$ cat config.mk
export PLATFORM = sky130hd
export DESIGN_NAME = i2s_rx_deframer
export DESIGN_NICKNAME = d
export VERILOG_FILES = /design/src/rtl/i2s_rx_pkg.sv /design/src/rtl/i2s_edge_sync.sv /design/src/rtl/i2s_rx_deframer.sv
export SDC_FILE = /design/constraint.sdc
export NUM_CORES = 1
export LEC_CHECK = 0
export CAP_MARGIN = 20
export CORE_ASPECT_RATIO = 0.75
export CORE_MARGIN = 2
export CORE_UTILIZATION = 38
export DETAILED_ROUTE_END_ITERATION = 6
export SYNTH_ARGS = -nofsm -noshare
export SYNTH_HDL_FRONTEND = slang
export SYNTH_SLANG_ARGS = --single-unit
$ cat constraint.sdc
create_clock -name clk -period 4.1 [get_ports clk]
set_input_delay 0.82 -clock clk [delete_from_list [all_inputs] [get_ports clk]]
set_output_delay 0.82 -clock clk [all_outputs]
set_load 0.02 [all_outputs]
$ cat src/rtl/i2s_rx_pkg.sv
// Shared types and constants for the I2S ADC receive deframer.
// The optional envelope/beat detector is enabled with `define I2S_RX_PEAK_EN.
package i2s_rx_pkg;

    localparam int I2S_DATA_W       = 16;
    localparam int PEAK_BEAT_HI     = 'h2000;
    localparam int PEAK_BEAT_LO     = 'h1000;
    localparam int PEAK_DECAY_SHIFT = 6;

    typedef enum logic [1:0] {
        WAIT_FRAME = 2'd0,
        SHIFT_L    = 2'd1,
        SHIFT_R    = 2'd2
    } rx_state_t;

endpackage

$ cat src/rtl/i2s_edge_sync.sv
// Brings bclk/lrck/adc_data into the clk domain and produces a one-clk strobe
// on every rising edge of the synchronized bclk.
module i2s_edge_sync #(
    parameter int SYNC_STAGES = 2
) (
    input  logic clk,
    input  logic reset,
    input  logic bclk,
    input  logic lrck,
    input  logic adc_data,
    output logic lrck_sync,
    output logic data_sync,
    output logic bclk_rise
);

    logic [SYNC_STAGES-1:0] bclk_q;
    logic [SYNC_STAGES-1:0] lrck_q;
    logic [SYNC_STAGES-1:0] data_q;
    logic                   bclk_prev;

    always_ff @(posedge clk) begin
        if (!reset) begin
            bclk_q    <= '0;
            lrck_q    <= '0;
            data_q    <= '0;
            bclk_prev <= 1'b0;
        end else begin
            bclk_q    <= {bclk_q[SYNC_STAGES-2:0], bclk};
            lrck_q    <= {lrck_q[SYNC_STAGES-2:0], lrck};
            data_q    <= {data_q[SYNC_STAGES-2:0], adc_data};
            bclk_prev <= bclk_q[SYNC_STAGES-1];
        end
    end

    // lrck/data are taken from the same stage as bclk so all three share one latency
    assign bclk_rise = bclk_q[SYNC_STAGES-1] & ~bclk_prev;
    assign lrck_sync = lrck_q[SYNC_STAGES-1];
    assign data_sync = data_q[SYNC_STAGES-1];

endmodule

$ cat src/rtl/i2s_rx_deframer.sv
// Deframes the oversampled serial ADC stream into signed left/right sample pairs.
// Optional envelope follower and beat pulse when `I2S_RX_PEAK_EN is defined.
module i2s_rx_deframer
    import i2s_rx_pkg::*;
#(
    parameter int DATA_W      = I2S_DATA_W,
    parameter int SYNC_STAGES = 2,
    parameter int ERR_CNT_W   = 8
) (
    input  logic                 clk,
    input  logic                 reset,
    input  logic                 rx_en,
    input  logic                 bclk,
    input  logic                 lrck,
    input  logic                 adc_data,
    output logic [DATA_W-1:0]    sample_left,
    output logic [DATA_W-1:0]    sample_right,
    output logic                 sample_valid,
    input  logic                 sample_ready,
    output logic                 overrun,
    output logic [ERR_CNT_W-1:0] frame_err,
    output logic [DATA_W-2:0]    peak_level,
    output logic                 beat,
    output rx_state_t            fsm_state
);

    // Handshake: a pair transfers on any clk edge where sample_valid && sample_ready;
    // while sample_valid && !sample_ready the pair and sample_valid hold steady.

    localparam int CNT_W = $clog2(DATA_W);

    logic                lrck_s;
    logic                data_s;
    logic                bclk_rise;

    rx_state_t           state_q, state_d;
    logic [CNT_W-1:0]    cnt_q, cnt_d;
    logic [2*DATA_W-1:0] shift_q, shift_d;
    logic [2*DATA_W-1:0] shift_in;
    logic                last_bit;
    logic                frame_done;
    logic                trunc;
    logic                can_load;
    logic                load;

    i2s_edge_sync #(
        .SYNC_STAGES (SYNC_STAGES)
    ) u_sync (
        .clk       (clk),
        .reset     (reset),
        .bclk      (bclk),
        .lrck      (lrck),
        .adc_data  (adc_data),
        .lrck_sync (lrck_s),
        .data_sync (data_s),
        .bclk_rise (bclk_rise)
    );

    assign shift_in  = {shift_q[2*DATA_W-2:0], data_s};
    assign last_bit  = (cnt_q == CNT_W'(DATA_W - 1));
    assign fsm_state = state_q;

    always_ff @(posedge clk) begin
        if (!reset) begin
            state_q <= WAIT_FRAME;
            cnt_q   <= '0;
            shift_q <= '0;
        end else begin
            state_q <= state_d;
            cnt_q   <= cnt_d;
            shift_q <= shift_d;
        end
    end

    always_comb begin
        state_d    = state_q;
        cnt_d      = cnt_q;
        shift_d    = shift_q;
        frame_done = 1'b0;
        trunc      = 1'b0;
        if (!rx_en) begin
            state_d = WAIT_FRAME;
            cnt_d   = '0;
        end else if (bclk_rise) begin
            case (state_q)
                WAIT_FRAME: begin
                    if (lrck_s) begin
                        state_d = SHIFT_L;
                        cnt_d   = '0;
                    end
                end
                SHIFT_L, SHIFT_R: begin
                    if (lrck_s) begin
                        // A frame start mid-frame is itself a valid start: resync on it
                        trunc   = 1'b1;
                        state_d = SHIFT_L;
                        cnt_d   = '0;
                    end else begin
                        shift_d = shift_in;
                        cnt_d   = cnt_q + 1'b1;
                        if (last_bit) begin
                            cnt_d = '0;
                            if (state_q == SHIFT_L) begin
                                state_d = SHIFT_R;
                            end else begin
                                state_d    = WAIT_FRAME;
                                frame_done = 1'b1;
                            end
                        end
                    end
                end
                default: begin
                    state_d = WAIT_FRAME;
                    cnt_d   = '0;
                end
            endcase
        end
    end

    assign can_load = !sample_valid || sample_ready;
    assign load     = frame_done && can_load;

    always_ff @(posedge clk) begin
        if (!reset) begin
            sample_left  <= '0;
            sample_right <= '0;
            sample_valid <= 1'b0;
            overrun      <= 1'b0;
            frame_err    <= '0;
        end else begin
            if (load) begin
                sample_left  <= shift_in[2*DATA_W-1:DATA_W];
                sample_right <= shift_in[DATA_W-1:0];
                sample_valid <= 1'b1;
            end else if (sample_ready) begin
                sample_valid <= 1'b0;
            end
            if (frame_done && !can_load) begin
                overrun <= 1'b1;
            end
            if (trunc && (frame_err != '1)) begin
                frame_err <= frame_err + 1'b1;
            end
        end
    end

`ifdef I2S_RX_PEAK_EN
    localparam logic [DATA_W-2:0] BEAT_HI = (DATA_W-1)'(PEAK_BEAT_HI);
    localparam logic [DATA_W-2:0] BEAT_LO = (DATA_W-1)'(PEAK_BEAT_LO);

    logic [DATA_W:0]   sum;
    logic [DATA_W-1:0] mono;
    logic [DATA_W-1:0] mono_neg;
    logic [DATA_W-2:0] mag;
    logic [DATA_W-2:0] peak_nxt;
    logic              armed_q;

    always_comb begin
        sum      = {shift_in[2*DATA_W-1], shift_in[2*DATA_W-1:DATA_W]}
                 + {shift_in[DATA_W-1], shift_in[DATA_W-1:0]};
        // (L+R)>>>1 always fits back into DATA_W bits
        mono     = sum[DATA_W:1];
        mono_neg = ~mono + 1'b1;
        if (mono == {1'b1, {(DATA_W-1){1'b0}}}) begin
            mag = '1;
        end else if (mono[DATA_W-1]) begin
            mag = mono_neg[DATA_W-2:0];
        end else begin
            mag = mono[DATA_W-2:0];
        end
        if (mag > peak_level) begin
            peak_nxt = mag;
        end else begin
            peak_nxt = peak_level - (peak_level >> PEAK_DECAY_SHIFT);
        end
    end

    always_ff @(posedge clk) begin
        if (!reset) begin
            peak_level <= '0;
            beat       <= 1'b0;
            armed_q    <= 1'b1;
        end else begin
            beat <= 1'b0;
            if (load) begin
                peak_level <= peak_nxt;
                if (armed_q && (peak_nxt > BEAT_HI)) begin
                    beat    <= 1'b1;
                    armed_q <= 1'b0;
                end else if (!armed_q && (peak_nxt < BEAT_LO)) begin
                    armed_q <= 1'b1;
                end
            end
        end
    end
`else
    assign peak_level = '0;
    assign beat       = 1'b0;
`endif

endmodule

==> qor.yml <==
yosys.area.top_type_share: 0.511
grt_pass1_vias: 2604
synthDistinctLibCells: 41
max_slew.worst_pin.slew_ps: 1010
gp_congestion: 0.778
critPathKind: "in -> reg"
syn_inst: 411
totalPowerFinal_mw: 1.59
critPathArrivalTime_ps: 2590
post_cts_buffers: 0
dp_cells: 548
fp.dieArea_um2: 9650
ant_nets: 0
rsz0062_at_grt: "false"
cp_max_fo: 8
synth-edff-count: 0
drtIter0Drc: 169
area_growth_pct: 22.7
synth-main-ff-cell: "dfxtp_1"
critPathLaunchType: "input port"
cp_slowest_stage_delay_ps: 580
wl_per_cell_um: 12.3
syn_area_um2: 3370
grt-ovfl-total: 0
antenna_found_initial: 0
cts-root-buf: "clkbuf_16"
fin_nets: 463
cts_htree_levels: 3
crit-reg2reg-launch: "fsm_state[1]$_SDFFE_PN0P_"
worstPathCellList: "clkdlybuf4s50_1 -> nand3b_4 -> or4_4 -> or3_1 -> a21oi_1"
period_needed_ps: 2330
drv_slew: 0
rrSetupSlack_ps: 1990
fin_crit_sh: 0.569
crit_start: "rx_en"
drtPass1Iterations: 4
initial_core_util: 0.395
cts_sinks: 86
chipHeight_um: 85.6
cts_buffers: 9
holdWs_ps: 431
grt_max_degree: 65
hpwl_um: 4320
synth_common_cells: "nand2_1 (103), dfxtp_1 (86), a21oi_1 (41)"
drive_above_1_share: 0.0505
pin_count: 67
cp_slowest_cell: "or4_4"
fmax_mhz: 429
ys_seq_area_frac: 0.511
worst_setup_path_end_kind: "flip-flop"
grt_usage: 0.150
coreArea_um2: 8530
tns_ps: 0
die_width_um: 113
hold_path_depth: 1
syn_avg_cell_area_um2: 8.20
cts_resized: 0
cts.clk_slew.worst_paths_ps: 60
place_ws_ps: 1420
synth_most_common_cell: "nand2_1"
ys_seq_elements: 86
crit_cells: 5
crit_family: "simple AND/OR/NAND/NOR gates"
critPathBufInv: 1
clk_latency_ps: 330
yosys.area.top_type: "dfxtp_1"
diodes: 0
status: "completed"
postCtsHoldBufs: 0
row_count: 29
hold_viol: 0
peakVddDrop_mv: 0.229
reg2reg_to: "frame_err[5]$_SDFFE_PN0P_"
cap_viol_max_count: 0
endpoint: "frame_err[5]$_SDFFE_PN0P_"
cts_tree: "built"
final_area_um2: 4140
dpl_cell_area_um2: 3880
drt-vias-per-instance: 4.92
skew_ps: 11.5
setup_viol: 0
slew_headroom: 0.319
yosys-top-cells-area: "dfxtp_1 (51%), nand2_1 (11%), a21oi_1 (6.1%)"
drc: 0
power.density_nw_per_um2: 385
ff2ff_path_depth: 6
io_buffers: 50
wl_um: 6950
synthArstFlopShare: 0
clk_path_buf_depth: 2
power_leakage_nw: 1.39
layoutNonFillerInstCount: 563
vias: 2771
hold_class: "reg -> reg"
required_ps: 4350
yosys_warnings: 0
grt_pass1_wl_um: 11900
setup_slack_ps: 1770
fin_util: 0.485
final cells by class:
class                           count  area [µm²]
Clock inverter                      4        25.0
Sequential cell                    86        1720
Clock buffer                       11         233
Timing Repair Buffer               55         533
Inverter                            7        26.3
Tap cell                          108         135
Fill cell                         865        4390
Multi-Input combinational cell    292        1470
cells by family after synthesis:
| logic type | after synthesis | synth area share |
|---|---|---|
| flops | 86 | 0.511 |
| simple gates | 177 | 0.245 |
| compound gates | 93 | 0.150 |
| fa+ha+maj | 5 | 0.0186 |
| other cells | 1 | 0.00111 |
| buf+inv | 48 | 0.0724 |
| xor+xnor | 1 | 0.00260 |
worst min path at each step:
stage                                      startpoint                           to  slack, ps
final                     u_sync.lrck_q[0]$_SDFF_PN0_  u_sync.lrck_q[1]$_SDFF_PN0_        430
after global placement    u_sync.lrck_q[0]$_SDFF_PN0_  u_sync.lrck_q[1]$_SDFF_PN0_        420
after CTS                 u_sync.lrck_q[0]$_SDFF_PN0_  u_sync.lrck_q[1]$_SDFF_PN0_        440
after floorplan           u_sync.bclk_q[0]$_SDFF_PN0_  u_sync.bclk_q[1]$_SDFF_PN0_        410
after detailed placement  u_sync.lrck_q[0]$_SDFF_PN0_  u_sync.lrck_q[1]$_SDFF_PN0_        420
after global routing      u_sync.data_q[0]$_SDFF_PN0_  u_sync.data_q[1]$_SDFF_PN0_        450
layer usage:
metal  GRT usage  wire, µm
met5           0         0
met4      0.0432        15
met3      0.0509       252
met2       0.242      3170
met1       0.194      3520
registers in the layout (all words and copies together) (netlist names), 2 cells and up:
signal / cells
u_sync.lrck_q: 2
u_sync.bclk_q: 2
fsm_state: 2
sample_left: 16
shift_q: 31
u_sync.data_q: 2
sample_right: 16
cnt_q: 4
frame_err: 8
worst register-to-register path, cell delays in order (launching register included):
cell	delay (ps)
dfxtp_1	390
inv_1	80
ha_1	310
nand2_1	200
or4_4	590
or3_1	320
a21oi_1	150
cells in the final DEF, fill, tap and decap left out, types with 7 or more instances in the layout:
master           count
nand2_1            103
dfxtp_1             86
clkdlybuf4s50_1     49
a21oi_1             41
nand3_1             37
o21ai_0             35
conb_1              16
clkbuf_16            9
nor2_1               8
and2_1               8
inv_1                7
power by group:
part	internal (mW)	switching, mW	total [mW]	leakage (nW)
Sequential	0.839	0.00160	0.840	0.694
Clock	0.405	0.305	0.710	0.121
Combinational	0.00893	0.0340	0.0429	0.572
Total	1.25	0.341	1.59	1.39
No activity file was read; power rests on OpenSTA's default activity.
